## config.mk

```make
export PLATFORM = sky130hd
export DESIGN_NAME = serial_com_rx
export DESIGN_NICKNAME = d
export VERILOG_FILES = /design/src/rtl/serial_com_pkg.sv /design/src/rtl/serial_com_rx_shift16.sv /design/src/rtl/serial_com_rx.sv
export SDC_FILE = /design/constraint.sdc
export NUM_CORES = 1
export LEC_CHECK = 0
export CORE_ASPECT_RATIO = 1.75
export CORE_MARGIN = 1.5
export CORE_UTILIZATION = 50
export CTS_CLUSTER_SIZE = 12
export DETAILED_ROUTE_END_ITERATION = 7
export PLACE_DENSITY = 0.86
export SLEW_MARGIN = 20
export SYNTH_ARGS = -nofsm -noshare
export SYNTH_HDL_FRONTEND = slang
export SYNTH_SLANG_ARGS = --single-unit
```

## constraint.sdc

```tcl
create_clock -name clock -period 3.1 [get_ports clock]
set_input_delay 0.31 -clock clock [delete_from_list [all_inputs] [get_ports clock]]
set_output_delay 0.31 -clock clock [all_outputs]
set_load 0.02 [all_outputs]
```

## src/rtl/serial_com_pkg.sv

```systemverilog
// Shared definitions for the serial_com link: default frame markers, frame-length
// constants, receiver state encoding and a small saturating-counter helper.
package serial_com_pkg;

  localparam logic [15:0] HEADER_DEFAULT    = 16'hA5A5;
  localparam logic [15:0] DELIMITER_DEFAULT = 16'h5A5A;
  localparam int          MARKER_BITS       = 16;
  localparam int          NUM_BYTES_DEFAULT = 3;
  localparam int          MAX_NUM_BYTES     = 8;
  localparam int          BIT_CNT_W         = $clog2(MAX_NUM_BYTES * 8);

  typedef enum logic [1:0] {
    HUNT    = 2'd0,
    PAYLOAD = 2'd1,
    DELIM   = 2'd2
  } serial_state_e;

  function automatic logic [7:0] sat_inc8(input logic [7:0] value);
    return (value == 8'hFF) ? value : value + 8'd1;
  endfunction

endpackage

```

## src/rtl/serial_com_rx_shift16.sv

```systemverilog
// 16-bit MSB-first shift window with a saturating fill counter; flags the shift that
// completes 16 fresh bits and whether the resulting window equals the given pattern.
module serial_com_rx_shift16
  import serial_com_pkg::*;
(
  input  logic                   clk_i,
  input  logic                   rst_ni,
  input  logic                   shift_i,
  input  logic                   clear_i,
  input  logic                   bit_i,
  input  logic [MARKER_BITS-1:0] pattern_i,
  output logic                   last_o,
  output logic                   match_o
);

  logic [MARKER_BITS-1:0] window_q;
  logic [MARKER_BITS-1:0] window_d;
  logic [4:0]             fill_q;

  assign window_d = {window_q[MARKER_BITS-2:0], bit_i};
  assign last_o   = (fill_q >= 5'(MARKER_BITS - 1));
  assign match_o  = last_o && (window_d == pattern_i);

  // Clear wins over shift so the bit that closes a phase never leaks into the next one.
  always_ff @(posedge clk_i or negedge rst_ni) begin
    if (!rst_ni) begin
      window_q <= '0;
      fill_q   <= '0;
    end else if (clear_i) begin
      fill_q <= '0;
    end else if (shift_i) begin
      window_q <= window_d;
      if (fill_q != 5'(MARKER_BITS)) begin
        fill_q <= fill_q + 5'd1;
      end
    end
  end

endmodule

```

## src/rtl/serial_com_rx.sv

```systemverilog
// Framed serial receiver: hunts for a 16-bit header, assembles NUM_BYTES payload bytes,
// then checks a 16-bit delimiter and reports good/bad frames with saturating counters.
module serial_com_rx
  import serial_com_pkg::*;
#(
  parameter logic [15:0] HEADER    = HEADER_DEFAULT,
  parameter logic [15:0] DELIMITER = DELIMITER_DEFAULT,
  parameter int          NUM_BYTES = NUM_BYTES_DEFAULT
) (
  input  logic                   clock,
  input  logic                   reset,
  input  logic                   rx_en,
  input  logic                   bit_valid,
  input  logic                   serial_in,
  output logic [7:0]             byte_data,
  output logic                   byte_valid,
  output logic [8*NUM_BYTES-1:0] payload,
  output logic                   frame_valid,
  output logic                   frame_err,
  output logic                   busy,
  output logic [7:0]             good_count,
  output logic [7:0]             err_count
);

  localparam int FRAME_BITS = 8 * NUM_BYTES;

  logic [1:0]            rst_sync_q;
  logic                  rst_n;
  serial_state_e         state_q;
  logic [BIT_CNT_W-1:0]  bit_cnt_q;
  logic [FRAME_BITS-1:0] capture_q;
  logic [FRAME_BITS-1:0] payload_q;
  logic [7:0]            byte_data_q;
  logic                  byte_valid_q;
  logic                  frame_valid_q;
  logic                  frame_err_q;
  logic [7:0]            good_count_q;
  logic [7:0]            err_count_q;

  logic                  step;
  logic                  win_shift;
  logic                  win_clear;
  logic                  win_last;
  logic                  win_match;
  logic [15:0]           win_pattern;

  // Reset asserts immediately but is released only after two clock edges.
  always_ff @(posedge clock or negedge reset) begin
    if (!reset) begin
      rst_sync_q <= 2'b00;
    end else begin
      rst_sync_q <= {rst_sync_q[0], 1'b1};
    end
  end

  assign rst_n = rst_sync_q[1];

  assign step        = bit_valid && rx_en;
  assign win_pattern = (state_q == DELIM) ? DELIMITER : HEADER;
  assign win_shift   = step && (state_q != PAYLOAD);
  assign win_clear   = !rx_en
                    || (step && (state_q == PAYLOAD))
                    || (step && (state_q == HUNT) && win_match)
                    || (step && (state_q == DELIM) && win_last);

  serial_com_rx_shift16 u_shift16 (
    .clk_i     (clock),
    .rst_ni    (rst_n),
    .shift_i   (win_shift),
    .clear_i   (win_clear),
    .bit_i     (serial_in),
    .pattern_i (win_pattern),
    .last_o    (win_last),
    .match_o   (win_match)
  );

  always_ff @(posedge clock or negedge rst_n) begin
    if (!rst_n) begin
      state_q       <= HUNT;
      bit_cnt_q     <= '0;
      capture_q     <= '0;
      payload_q     <= '0;
      byte_data_q   <= '0;
      byte_valid_q  <= 1'b0;
      frame_valid_q <= 1'b0;
      frame_err_q   <= 1'b0;
      good_count_q  <= '0;
      err_count_q   <= '0;
    end else begin
      byte_valid_q  <= 1'b0;
      frame_valid_q <= 1'b0;
      frame_err_q   <= 1'b0;
      if (!rx_en) begin
        state_q <= HUNT;
      end else if (bit_valid) begin
        unique case (state_q)
          HUNT: begin
            if (win_match) begin
              state_q   <= PAYLOAD;
              bit_cnt_q <= '0;
            end
          end
          PAYLOAD: begin
            capture_q <= {capture_q[FRAME_BITS-2:0], serial_in};
            bit_cnt_q <= bit_cnt_q + 1'b1;
            if (bit_cnt_q[2:0] == 3'd7) begin
              byte_data_q  <= {capture_q[6:0], serial_in};
              byte_valid_q <= 1'b1;
            end
            if (bit_cnt_q == BIT_CNT_W'(FRAME_BITS - 1)) begin
              state_q <= DELIM;
            end
          end
          DELIM: begin
            if (win_last) begin
              state_q <= HUNT;
              if (win_match) begin
                frame_valid_q <= 1'b1;
                payload_q     <= capture_q;
                good_count_q  <= sat_inc8(good_count_q);
              end else begin
                frame_err_q <= 1'b1;
                err_count_q <= sat_inc8(err_count_q);
              end
            end
          end
          default: state_q <= HUNT;
        endcase
      end
    end
  end

  assign byte_data   = byte_data_q;
  assign byte_valid  = byte_valid_q;
  assign payload     = payload_q;
  assign frame_valid = frame_valid_q;
  assign frame_err   = frame_err_q;
  assign busy        = (state_q != HUNT);
  assign good_count  = good_count_q;
  assign err_count   = err_count_q;

endmodule

```

== Word level (Yosys, flattened, before mapping) ==
Cells that the tools add are included.

* $add $sub $neg: 4
* $lt $le $gt $ge: 1
* Equal/unequal tests: 14
* Mux-type cells: 26
* Bitwise logic cells: 4
* Reductions and logical operators: 26

{| class="wikitable"
|+ Operator list
! operator !! count
|-
| adder 8 x 1 -> 8 bit (second input constant) || 2
|-
| equality test 16 bit || 1
|-
| equality test 8 bit (second input constant) || 2
|-
| two-way mux 16 bit || 1
|-
| two-way mux 5 bit || 3
|-
| two-way mux 1 bit || 14
|-
| one-hot mux 6 bit (2 select lines) || 1
|-
| AND reduction 4 bit || 3
|-
| AND reduction 6 bit || 2
|-
| two-way mux 2 bit || 5
|-
| logical AND 1 bit || 8
|-
| nonzero test 2 bit || 4
|-
| adder 6 x 1 -> 6 bit (second input constant) || 1
|-
| equality test 6 x 5 -> 1 bit (second input constant) || 1
|-
| two-way mux 6 bit || 1
|-
| != test 3 x 2 -> 1 bit (second input constant) || 2
|-
| one-hot mux 2 bit (3 select lines) || 1
|-
| adder 5 x 1 -> 5 bit (second input constant) || 1
|-
| greater-or-equal comparator 5 x 4 -> 1 bit (second input constant) || 1
|-
| != test 5 bit (second input constant) || 1
|-
| AND reduction 5 bit || 1
|-
| != test 2 x 1 -> 1 bit (second input constant) || 2
|-
| NOT 1 bit || 4
|-
| AND reduction 2 bit || 2
|-
| 9 further kinds || 11
|}

* Register bits after elaboration: 105
* Word-level logic and storage cells: 88

== Longest topological paths before layout ==
Gate-level depths: netlist of run 1.

* Depth after elaboration: 9
* Depth in mapped cells: 9
* Gate-level depth less buffers: 8

== Hierarchy ==
From an unflattened synthesis of run 1, not the netlist that was laid out.

* Cells, all modules: 439
* Area total of the unflattened synthesis: 4,644.5 sq um

{| class="wikitable"
|+ By module, submodules not included
! module !! times used !! cells an instance !! area an instance (sq um) !! sequential area each (sq um)
|-
| serial_com_rx || 1 || 355 || 3,582.2 || 2,127.0
|-
| serial_com_rx_shift16 || 1 || 84 || 1,062.3 || 500.5
|}

== Least setup slack after synthesis of run 1 ==
No wires, ideal clock.

* Path type: register to register
* Start point: register u_shift16.fill_q[0]
* End point: register payload_q[10], in the netlist payload[10]
* Setup time: 0.125 ns
* Arrival: 2.361 ns
* Path slack: 0.615 ns
* Cell stages (with the launch flop): 10
* Buffers on the path: 1
* Cell sequence: dfrtp_1 ha_1 and3_1 ha_1 nor2_1 a21o_1 nor2_1 nand2_1 clkbuf_1 mux2_2

* Longest elaborated chain between the ends: 3

{| class="wikitable"
|+ Ends and longest elaborated chain
! item !! RTL line !! RTL
|-
| start: declaration || serial_com_rx_shift16.sv:18 || <nowiki>logic [4:0] fill_q;</nowiki>
|-
| start signal: assignment || serial_com_rx_shift16.sv:34 || <nowiki>fill_q <= fill_q + 5'd1;</nowiki>
|-
| greater-or-equal comparator 5 x 4 -> 1 bit * || serial_com_rx_shift16.sv:21 || <nowiki>assign last_o = (fill_q >= 5'(MARKER_BITS - 1));</nowiki>
|-
| logical AND 1 bit || serial_com_rx_shift16.sv:22 || <nowiki>assign match_o = last_o && (window_d == pattern_i);</nowiki>
|-
| AND reduction 5 bit (no source line) * || -- ||
|-
| end signal: assignment || serial_com_rx.sv:119 || <nowiki>payload_q <= capture_q;</nowiki>
|-
| end: declaration || serial_com_rx.sv:32 || <nowiki>logic [FRAME_BITS-1:0] payload_q;</nowiki>
|}

Every way passes the cells marked *; elsewhere a longest branch is shown, timed or not.
A chain may end at the register's enable or synchronous reset.

== Worst setup path in the final report of run 1 ==
* Start point: register u_shift16.fill_q[0]
* End point: register payload_q[20], in the netlist payload[20]

The elaborated chain is that of the path after synthesis.

==> results of run 1 <==
-- stage by stage --
stage	instance area (µm²)	instances	utilization, %	worst slack, ps
CTS	5880	651	62.1	476
floorplan	4870	467	-	615
detailed placement	5590	635	59.1	380
finish	5880	651	62.1	472
global placement	5590	635	59.1	411
global route	5880	651	62.1	302
-- worst max-delay path: cells and delay by family (launching register included) --
| family | cells | cell delay, ps |
|---|---|---|
| buffers and inverters | 1 | 320 |
| AND/OR/NAND/NOR | 4 | 630 |
| AO/OA/AOI/OAI | 1 | 270 |
| adder cells (fa/ha/maj) | 2 | 410 |
| multiplexers | 1 | 410 |
| flip-flops | 1 | 440 |
-- synthesized netlist by cell type (5+ instances only) --
library cell,n
xnor2_1,13
nand2b_1,7
ha_1,7
a21oi_1,6
and3_1,8
inv_1,5
nand4_1,6
dfrtp_1,105
nor4bb_1,5
clkbuf_1,16
or3_1,16
o211ai_1,15
nand3_1,32
a2bb2oi_1,15
nor2_1,15
nand2_1,108
mux2_2,35
-- cells by family (layout without fill, tap and decap cells) --
logic type,after synthesis,count (layout),share of synthesized area (%)
AND/OR/NAND/NOR,216,216,21.5
flip-flops,105,105,54.0
AO/OA/AOI/OAI,58,58,9.02
multiplexers,39,39,8.94
buffers and inverters,27,89,2.18
XOR/XNOR,14,14,2.52
adder cells (fa/ha/maj),7,7,1.80
other,1,1,0.0770
-- routing by layer --
| metal | track usage (%) | vias to the layer above | share of wire, % |
|---|---|---|---|
| li1 | - | 1769 | - |
| met2 | 38.0 | 114 | 53 |
| met4 | 12.0 | 0 | 3.8 |
| met1 | 26.2 | 1911 | 38 |
| met5 | 0 | - | 0 |
| met3 | 5.96 | 32 | 5.7 |
-- sequential cells by signal, summed over array words and instances (netlist names), 2 cells and up --
signal and flops:
capture_q 24, payload 24, u_shift16.window_q 15, byte_data 8, err_count 8, good_count 8
bit_cnt_q 6, u_shift16.fill_q 5, rst_sync_q 2, state_q 2
-- area by class of cell --
type	count	area (µm²)	share of cell area, %
clock inverters	6	48.8	0.830
repair buffers	68	651	11.1
inverters	5	18.8	0.319
well taps	122	153	2.60
clock buffers	10	239	4.06
flip-flops and latches	105	2630	44.8
multi-input cells	335	2140	36.4
-- final timing paths --
check	slack (ps)	depth (start not counted)	from	end
worst min register to register	350	0	rst_sync_q[0]$_DFF_PN0_	rst_sync_q[1]$_DFF_PN0_
worst min-delay path	120	1	reset	rst_sync_q[1]$_DFF_PN0_
worst max-delay path	470	9	u_shift16.fill_q[0]$_DFFE_PN0P_	payload[20]$_DFFE_PN0P_
max in group asynchronous	1880	1	rst_sync_q[1]$_DFF_PN0_	payload[7]$_DFFE_PN0P_
worst max register to register	470	9	u_shift16.fill_q[0]$_DFFE_PN0P_	payload[20]$_DFFE_PN0P_
min in group clock	350	0	rst_sync_q[0]$_DFF_PN0_	rst_sync_q[1]$_DFF_PN0_
-- report_power, final --
| group | internal [W] | switching [W] | total (W) |
|---|---|---|---|
| Combinational | 0.000115 | 0.000102 | 0.000216 |
| Clock | 0.000577 | 0.000518 | 0.00109 |
| Sequential | 0.00145 | 0.000114 | 0.00156 |
| Total | 0.00214 | 0.000734 | 0.00287 |
==> qor.txt, run 1 <==
CP Capture Type = flop
max-cap violations = 0
Worst Max-Slew Pin Slew = 746 ps
Iter 0 DRT Violations = 302
Congestion Overflow GR = 0
CTS Root Cell = clkbuf_16
Routed WL = 11000 µm
Final HPWL DP = 7360 µm
Critical Path RT = 3330 ps
fin crit period = 2630 ps
clock tree from TritonCTS = yes
initial antenna violation count = 0
Cell Rows = 47
CTS H-tree lvls = 3
Yosys warnings = 0
number of I/O pins = 57
die area = 10400 µm²
status = finished clean
Final Hold Viols = 0
setup TNS = 0 ps
Mapped Area = 4870 µm²
final setup vio count = 0
layout cells sized above 1 = 13.0%
Max Clock Skew = 8.04 ps
Slew headroom = 50.1%
Initial Util = 51.4%
pin count of the biggest net entering global routing = 51
Setup Fix Bufs, Post-CTS = 0
WS Path Type = reg -> reg
Yosys reg bits = 105
Post-CTS Resized = 0
# nets final = 536
Async SR Flop Fraction = 100%
total power = 0.00287 W
Slew Limit Fails = 0
slowest cell on the critical path = dfrtp_1
clock sink count = 105
ys flop type = dfrtp_1
worst hold path class = in -> async
Die X-Extent = 77.6 µm
CTS clk-pin slew, worst paths = 70 ps
P_leak = 2.77 nW
Synth area leaders = dfrtp_1 54%, nand2_1 8.3%, mux2_2 8.1%
Yosys top cell area share = 54.0%
unrepaired setup endpoints after global routing = false
Cell Pwr Density = 488 nW/µm²
commonest cells after routing, fill and taps aside = 108 x nand2_1, 104 x dfrtp_1, 56 x clkdlybuf4s50_1, 35 x mux2_2, 32 x nand3_1
Netlist cell types = 46
filler cell count = 738
drt pass-1 iters = 4
GR Util All Layers = 22.6%
FMAX = 380 MHz
core region area = 9470 µm²
CP cell instances = ha_1 > and3_1 > ha_1 > nor2_1 > a21o_1 > nor2_1 > nand2_1 > buf_4 > mux2_2
CTS buffer count = 9
vias in the first global route = 3904
Max Root-Sink Buffers = 2
first-pass GRT wire length = 18600 µm
CP max FO = 24
Post-synth EDFFs = 0
CP Launch Type = flop
DR DRC count = 0
vias per inst = 5.88
crit path DAT = 2860 ps
total inserted antenna cells = 0
post-synthesis sequential area ratio = 54.0%
Mapped Avg Cell Area = 10.4 µm²
fin crit share = 84.8%
post-route ant nets = 0
average routed wire per standard cell = 16.8 µm
commonest non-fill, non-tap cell in the layout = nand2_1
PortBufs = 56
Max VDD drop = 0.350 mV
Cells after Synth = 467
synth-to-layout area growth = 20.7%
RD Place Congestion = 0.866
Die H = 134 µm
Clk Latency, worst-skew pair = 350 ps
WHS = 118 ps
cts hold-fix bufs = 0
Post-Syn Nets = 479
Vias = 3826
post-synth top area cell = dfrtp_1
Critical Path Max Stage Delay = 440 ps
Power figures use the tool's default switching activity.
==> run 2, diff against run 1 <==
==> constraint.sdc (replaced) <==
create_clock -name clock -period 2.28 [get_ports clock]
set_input_delay 0.228 -clock clock [delete_from_list [all_inputs] [get_ports clock]]
set_output_delay 0.228 -clock clock [all_outputs]
set_load 0.02 [all_outputs]
==> qor.txt, run 2 (synthesized netlist as in run 1, its figures left out) <==
Clk Latency, worst-skew pair = 350 ps
setup TNS = 0 ps
CP Capture Type = flop
Worst R2R Start = u_shift16.window_q[0]$_DFFE_PN0P_
CP max FO = 5
clock tree from TritonCTS = yes
synth-to-layout area growth = 27.2%
Final Non-Filler Cells = 680
Congestion Overflow GR = 0
Final Hold Viols = 0
CTS Root Cell = clkbuf_16
number of I/O pins = 57
Max Root-Sink Buffers = 2
Cell Pwr Density = 661 nW/µm²
final setup vio count = 0
Cell Rows = 47
clock group share of total power = 39.3%
Slew Limit Fails = 0
Worst Max-Slew Pin Slew = 686 ps
Die X-Extent = 77.6 µm
CTS clk-pin slew, worst paths = 70 ps
P_leak = 2.98 nW
DR DRC count = 0
crit path DAT = 2440 ps
post-route ant nets = 0
layout cells sized above 1 = 18.8%
RD Place Congestion = 0.862
filler cell count = 702
fin crit share = 97.2%
FMAX = 451 MHz
vias per inst = 5.77
fin crit period = 2220 ps
dpl cells = 662
total inserted antenna cells = 0
Slew headroom = 53.9%
Die H = 134 µm
Max Clock Skew = 9.70 ps
worst setup path end = err_count[3]$_DFFE_PN0P_
GR Util All Layers = 22.3%
initial antenna violation count = 0
core region area = 9470 µm²
WS Path Type = reg -> reg
clock sink count = 105
Critical Path RT = 2510 ps
status = finished clean
CP Launch Type = flop
CTS buffer count = 9
worst hold path class = in -> async
CP startpoint = u_shift16.window_q[0]$_DFFE_PN0P_
drt pass-1 iters = 5
vias in the first global route = 4044
R2R Setup Slk = 60 ps
combinational power share = 9.8%
Iter 0 DRT Violations = 345
Routed WL = 11100 µm
Net Sw Frac = 25.4%
CTS H-tree lvls = 3
average routed wire per standard cell = 16.3 µm
Sw Pwr = 0.00104 W
Crit Reg-Reg Endpoint = err_count[3]$_DFFE_PN0P_
pin count of the biggest net entering global routing = 40
# nets final = 565
unrepaired setup endpoints after global routing = true
sequential power share = 50.9%
commonest non-fill, non-tap cell in the layout = nand2_1
Max VDD drop = 0.610 mV
Initial Util = 51.4%
die area = 10400 µm²
first-pass GRT wire length = 18500 µm
Final HPWL DP = 7500 µm
Finished Core Util = 65.4%
cts hold-fix bufs = 0
max-cap violations = 0
R2R cell count = 9
Internal Pwr Total = 0.00305 W
PortBufs = 56
Vias = 3924
commonest cells after routing, fill and taps aside = 108 x nand2_1, 104 x dfrtp_1, 56 x clkdlybuf4s50_1, 39 x buf_4, 35 x mux2_2
-- run 2: worst max-delay path, stage by stage (launching register included) --
cell	delay, ps
dfrtp_1	380
buf_4	140
buf_4	130
nand4b_1	130
nor3_4	70
o22a_1	260
buf_4	170
buf_4	140
or4_1	530
xnor2_1	140
-- run 2: how the worst min path moves through the flow --
stage | startpoint | end | slack [ps]
final | reset | rst_sync_q[1]$_DFF_PN0_ | 30
after global routing | reset | rst_sync_q[1]$_DFF_PN0_ | 30
after CTS | reset | rst_sync_q[1]$_DFF_PN0_ | 30
after detailed placement | rst_sync_q[1]$_DFF_PN0_ | capture_q[10]$_DFFE_PN0P_ | 310
after global placement | rst_sync_q[1]$_DFF_PN0_ | capture_q[10]$_DFFE_PN0P_ | 310
after floorplan | reset | rst_sync_q[0]$_DFF_PN0_ | -70
-- run 2: repair_timing --
action                                 in CTS  in global routing
endpoints found under the hold margin       0                  0
resized for setup                           0                  8
setup buffers                               0                  2
pin swaps                                   1                  3
setup endpoints to repair                   2                  6
-- run 2: stage by stage --
step                power (W)  hold slack, ps  worst slack [ps]  cell area (µm²)
floorplan             0.00234           -67.6              14.0             4880
global placement      0.00247             314              -290             5820
detailed placement    0.00251             310              -319             5820
CTS                   0.00410            26.9              11.1             6130
global route          0.00425            30.1             -22.1             6190
finish                0.00410            30.0              64.3             6190
-- run 2: cell type report --
class | count | area (µm²) | share of cell area, %
clock buffers | 9 | 225 | 3.64
clock inverters | 7 | 83.8 | 1.35
inverters | 5 | 18.8 | 0.303
multi-input cells | 335 | 2190 | 35.3
flip-flops and latches | 105 | 2630 | 42.5
well taps | 122 | 153 | 2.47
repair buffers | 97 | 893 | 14.4
-- run 2: power groups by stage --
stage | combinational, W | clock (W) | sequential (W)
global route | 0.000450 | 0.00171 | 0.00210
floorplan | 0.000224 | 0 | 0.00212
global placement | 0.000364 | 0 | 0.00211
detailed placement | 0.000390 | 0 | 0.00212
CTS | 0.000392 | 0.00163 | 0.00208
finish | 0.000402 | 0.00161 | 0.00208
-- run 2: routing by layer --
layer  track usage, %  share of wire, %  vias up
met5                0                 0        -
met4             9.19               1.9        0
met3             5.14               5.5       20
met2             40.0                53      135
met1             24.9                39     1949
li1                 -                 -     1820
==> run 3, diff against run 2 <==
--- a/config.mk
+++ b/config.mk
@@ -5,12 +5,14 @@
 export SDC_FILE = /design/constraint.sdc
 export NUM_CORES = 1
 export LEC_CHECK = 0
+export CELL_PAD_IN_SITES_DETAIL_PLACEMENT = 1
+export CELL_PAD_IN_SITES_GLOBAL_PLACEMENT = 1
 export CORE_ASPECT_RATIO = 1.75
 export CORE_MARGIN = 1.5
-export CORE_UTILIZATION = 50
+export CORE_UTILIZATION = 40
 export CTS_CLUSTER_SIZE = 12
 export DETAILED_ROUTE_END_ITERATION = 7
-export PLACE_DENSITY = 0.86
+export PLACE_DENSITY = 0.87
 export SLEW_MARGIN = 20
 export SYNTH_ARGS = -nofsm -noshare
 export SYNTH_HDL_FRONTEND = slang
==> qor.txt, run 3 (synthesized netlist as in run 1, its figures left out) <==
CP delay by family, top = simple AND/OR/NAND/NOR gates
Buf/Inv on CP = 0
final setup vio count = 0
Final Hold Viols = 0
setup ws final = 29.7 ps
Final Non-Filler Cells = 697
PortBufs = 56
die area = 12900 µm²
layout cells sized above 1 = 20.2%
status = finished clean
Critical Path RT = 2520 ps
Routed WL = 13100 µm
slowest cell on the critical path = or4b_4
fin crit period = 2250 ps
max-cap violations = 0
dpl cells = 681
GR Util All Layers = 21.6%
CTS Root Cell = clkbuf_16
FMAX = 444 MHz
Initial Util = 40.8%
drt pass-1 iters = 5
commonest cells after routing, fill and taps aside = 107 x nand2_1, 104 x dfrtp_1, 56 x clkdlybuf4s50_1, 39 x buf_4, 35 x mux2_2
worst hold path class = in -> async
post-route ant nets = 0
DR DRC count = 0
RD Place Congestion = 0.827
pin count of the biggest net entering global routing = 41
Iter 0 DRT Violations = 188
synth-to-layout area growth = 29.1%
CP Launch Type = flop
core region area = 11900 µm²
WS Path Type = reg -> reg
Max Root-Sink Buffers = 2
P_leak = 3.03 nW
clock sink count = 105
initial antenna violation count = 0
Clk Latency, worst-skew pair = 360 ps
number of I/O pins = 57
crit path DAT = 2490 ps
fin crit share = 98.7%
Max VDD drop = 0.389 mV
vias per inst = 5.74
Worst Max-Slew Pin Slew = 543 ps
Setup Fix Bufs, Post-CTS = 0
CP max FO = 3
total power = 0.00407 W
Critical Path Max Stage Delay = 570 ps
commonest non-fill, non-tap cell in the layout = nand2_1
Finished Core Util = 52.7%
Congestion Overflow GR = 0
CP Capture Type = flop
CTS buffer count = 9
WHS = 24.9 ps
vias in the first global route = 4551
first-pass GRT wire length = 22000 µm
CP cell instances = or4b_4 > nor3_4 > o22ai_2 > or4_4 > mux2_4
Cell Pwr Density = 647 nW/µm²
Cell Rows = 53
CTS H-tree lvls = 3
# nets final = 567
Vias = 4002
clock tree from TritonCTS = yes
Slew Limit Fails = 0
unrepaired setup endpoints after global routing = true
total inserted antenna cells = 0
Die H = 149 µm
CTS clk-pin slew, worst paths = 80 ps
Max Clock Skew = 9.39 ps
Final HPWL DP = 9090 µm
Slew headroom = 63.8%
average routed wire per standard cell = 18.9 µm
post-place setup slack = -338 ps
Die X-Extent = 86.4 µm
-- run 3: metrics by stage --
stage | area [µm²] | setup TNS [ps]
final | 6290 | 0
after floorplan | 4880 | 0
after detailed placement | 5900 | -8110
after CTS | 6220 | 0
after global routing | 6290 | -80.2
after global placement | 5900 | -7130
-- run 3: repair_timing --
| item | CTS | global route |
|---|---|---|
| pin swaps | 1 | 0 |
| resized for setup | 4 | 14 |
| hold buffers | 0 | 0 |
| setup endpoints to repair | 3 | 28 |
-- run 3: where the power goes --
group | switching (W) | internal (W) | total, W | leakage, nW
registers | 0.000120 | 0.00196 | 0.00208 | 1.43
logic | 0.000196 | 0.000219 | 0.000416 | 1.46
clock network | 0.000767 | 0.000799 | 0.00157 | 0.145
total | 0.00108 | 0.00298 | 0.00407 | 3.03
-- run 3: worst register-to-register path, stage by stage (launching register included) --
cell and delay (ps):
dfrtp_1 390, or4b_4 570, nor3_4 200, o22ai_2 130, or4_4 540, mux2_4 310
-- run 3: area by class of cell --
class                      instances  area, µm²
multi-input combinational        335       2230
timing repair buffer              99        933
sequential                       105       2630
fill                            1306       5650
tap                              137        171
inverter                           5       18.8
clock inverter                     6       58.8
clock buffer                      10        239
-- run 3: path summary, 6_finish.rpt --
path	startpoint	to	slack, ps	cells past startpoint
worst min register to register	rst_sync_q[1]$_DFF_PN0_	byte_data[2]$_DFFE_PN0P_	320	0
worst max-delay path	u_shift16.window_q[0]$_DFFE_PN0P_	good_count[7]$_DFFE_PN0P_	30	5
max in group asynchronous	rst_sync_q[1]$_DFF_PN0_	u_shift16.window_q[4]$_DFFE_PN0P_	1290	1
worst min-delay path	reset	rst_sync_q[1]$_DFF_PN0_	20	1
min in group clock	rst_sync_q[0]$_DFF_PN0_	rst_sync_q[1]$_DFF_PN0_	360	0
worst max register to register	u_shift16.window_q[0]$_DFFE_PN0P_	good_count[7]$_DFFE_PN0P_	30	5
-- run 3: routing by layer --
metal	track usage (%)	share of wire [%]
met5	0	0
met4	8.63	2.2
met3	4.32	3.4
met2	40.6	57
met1	23.1	38
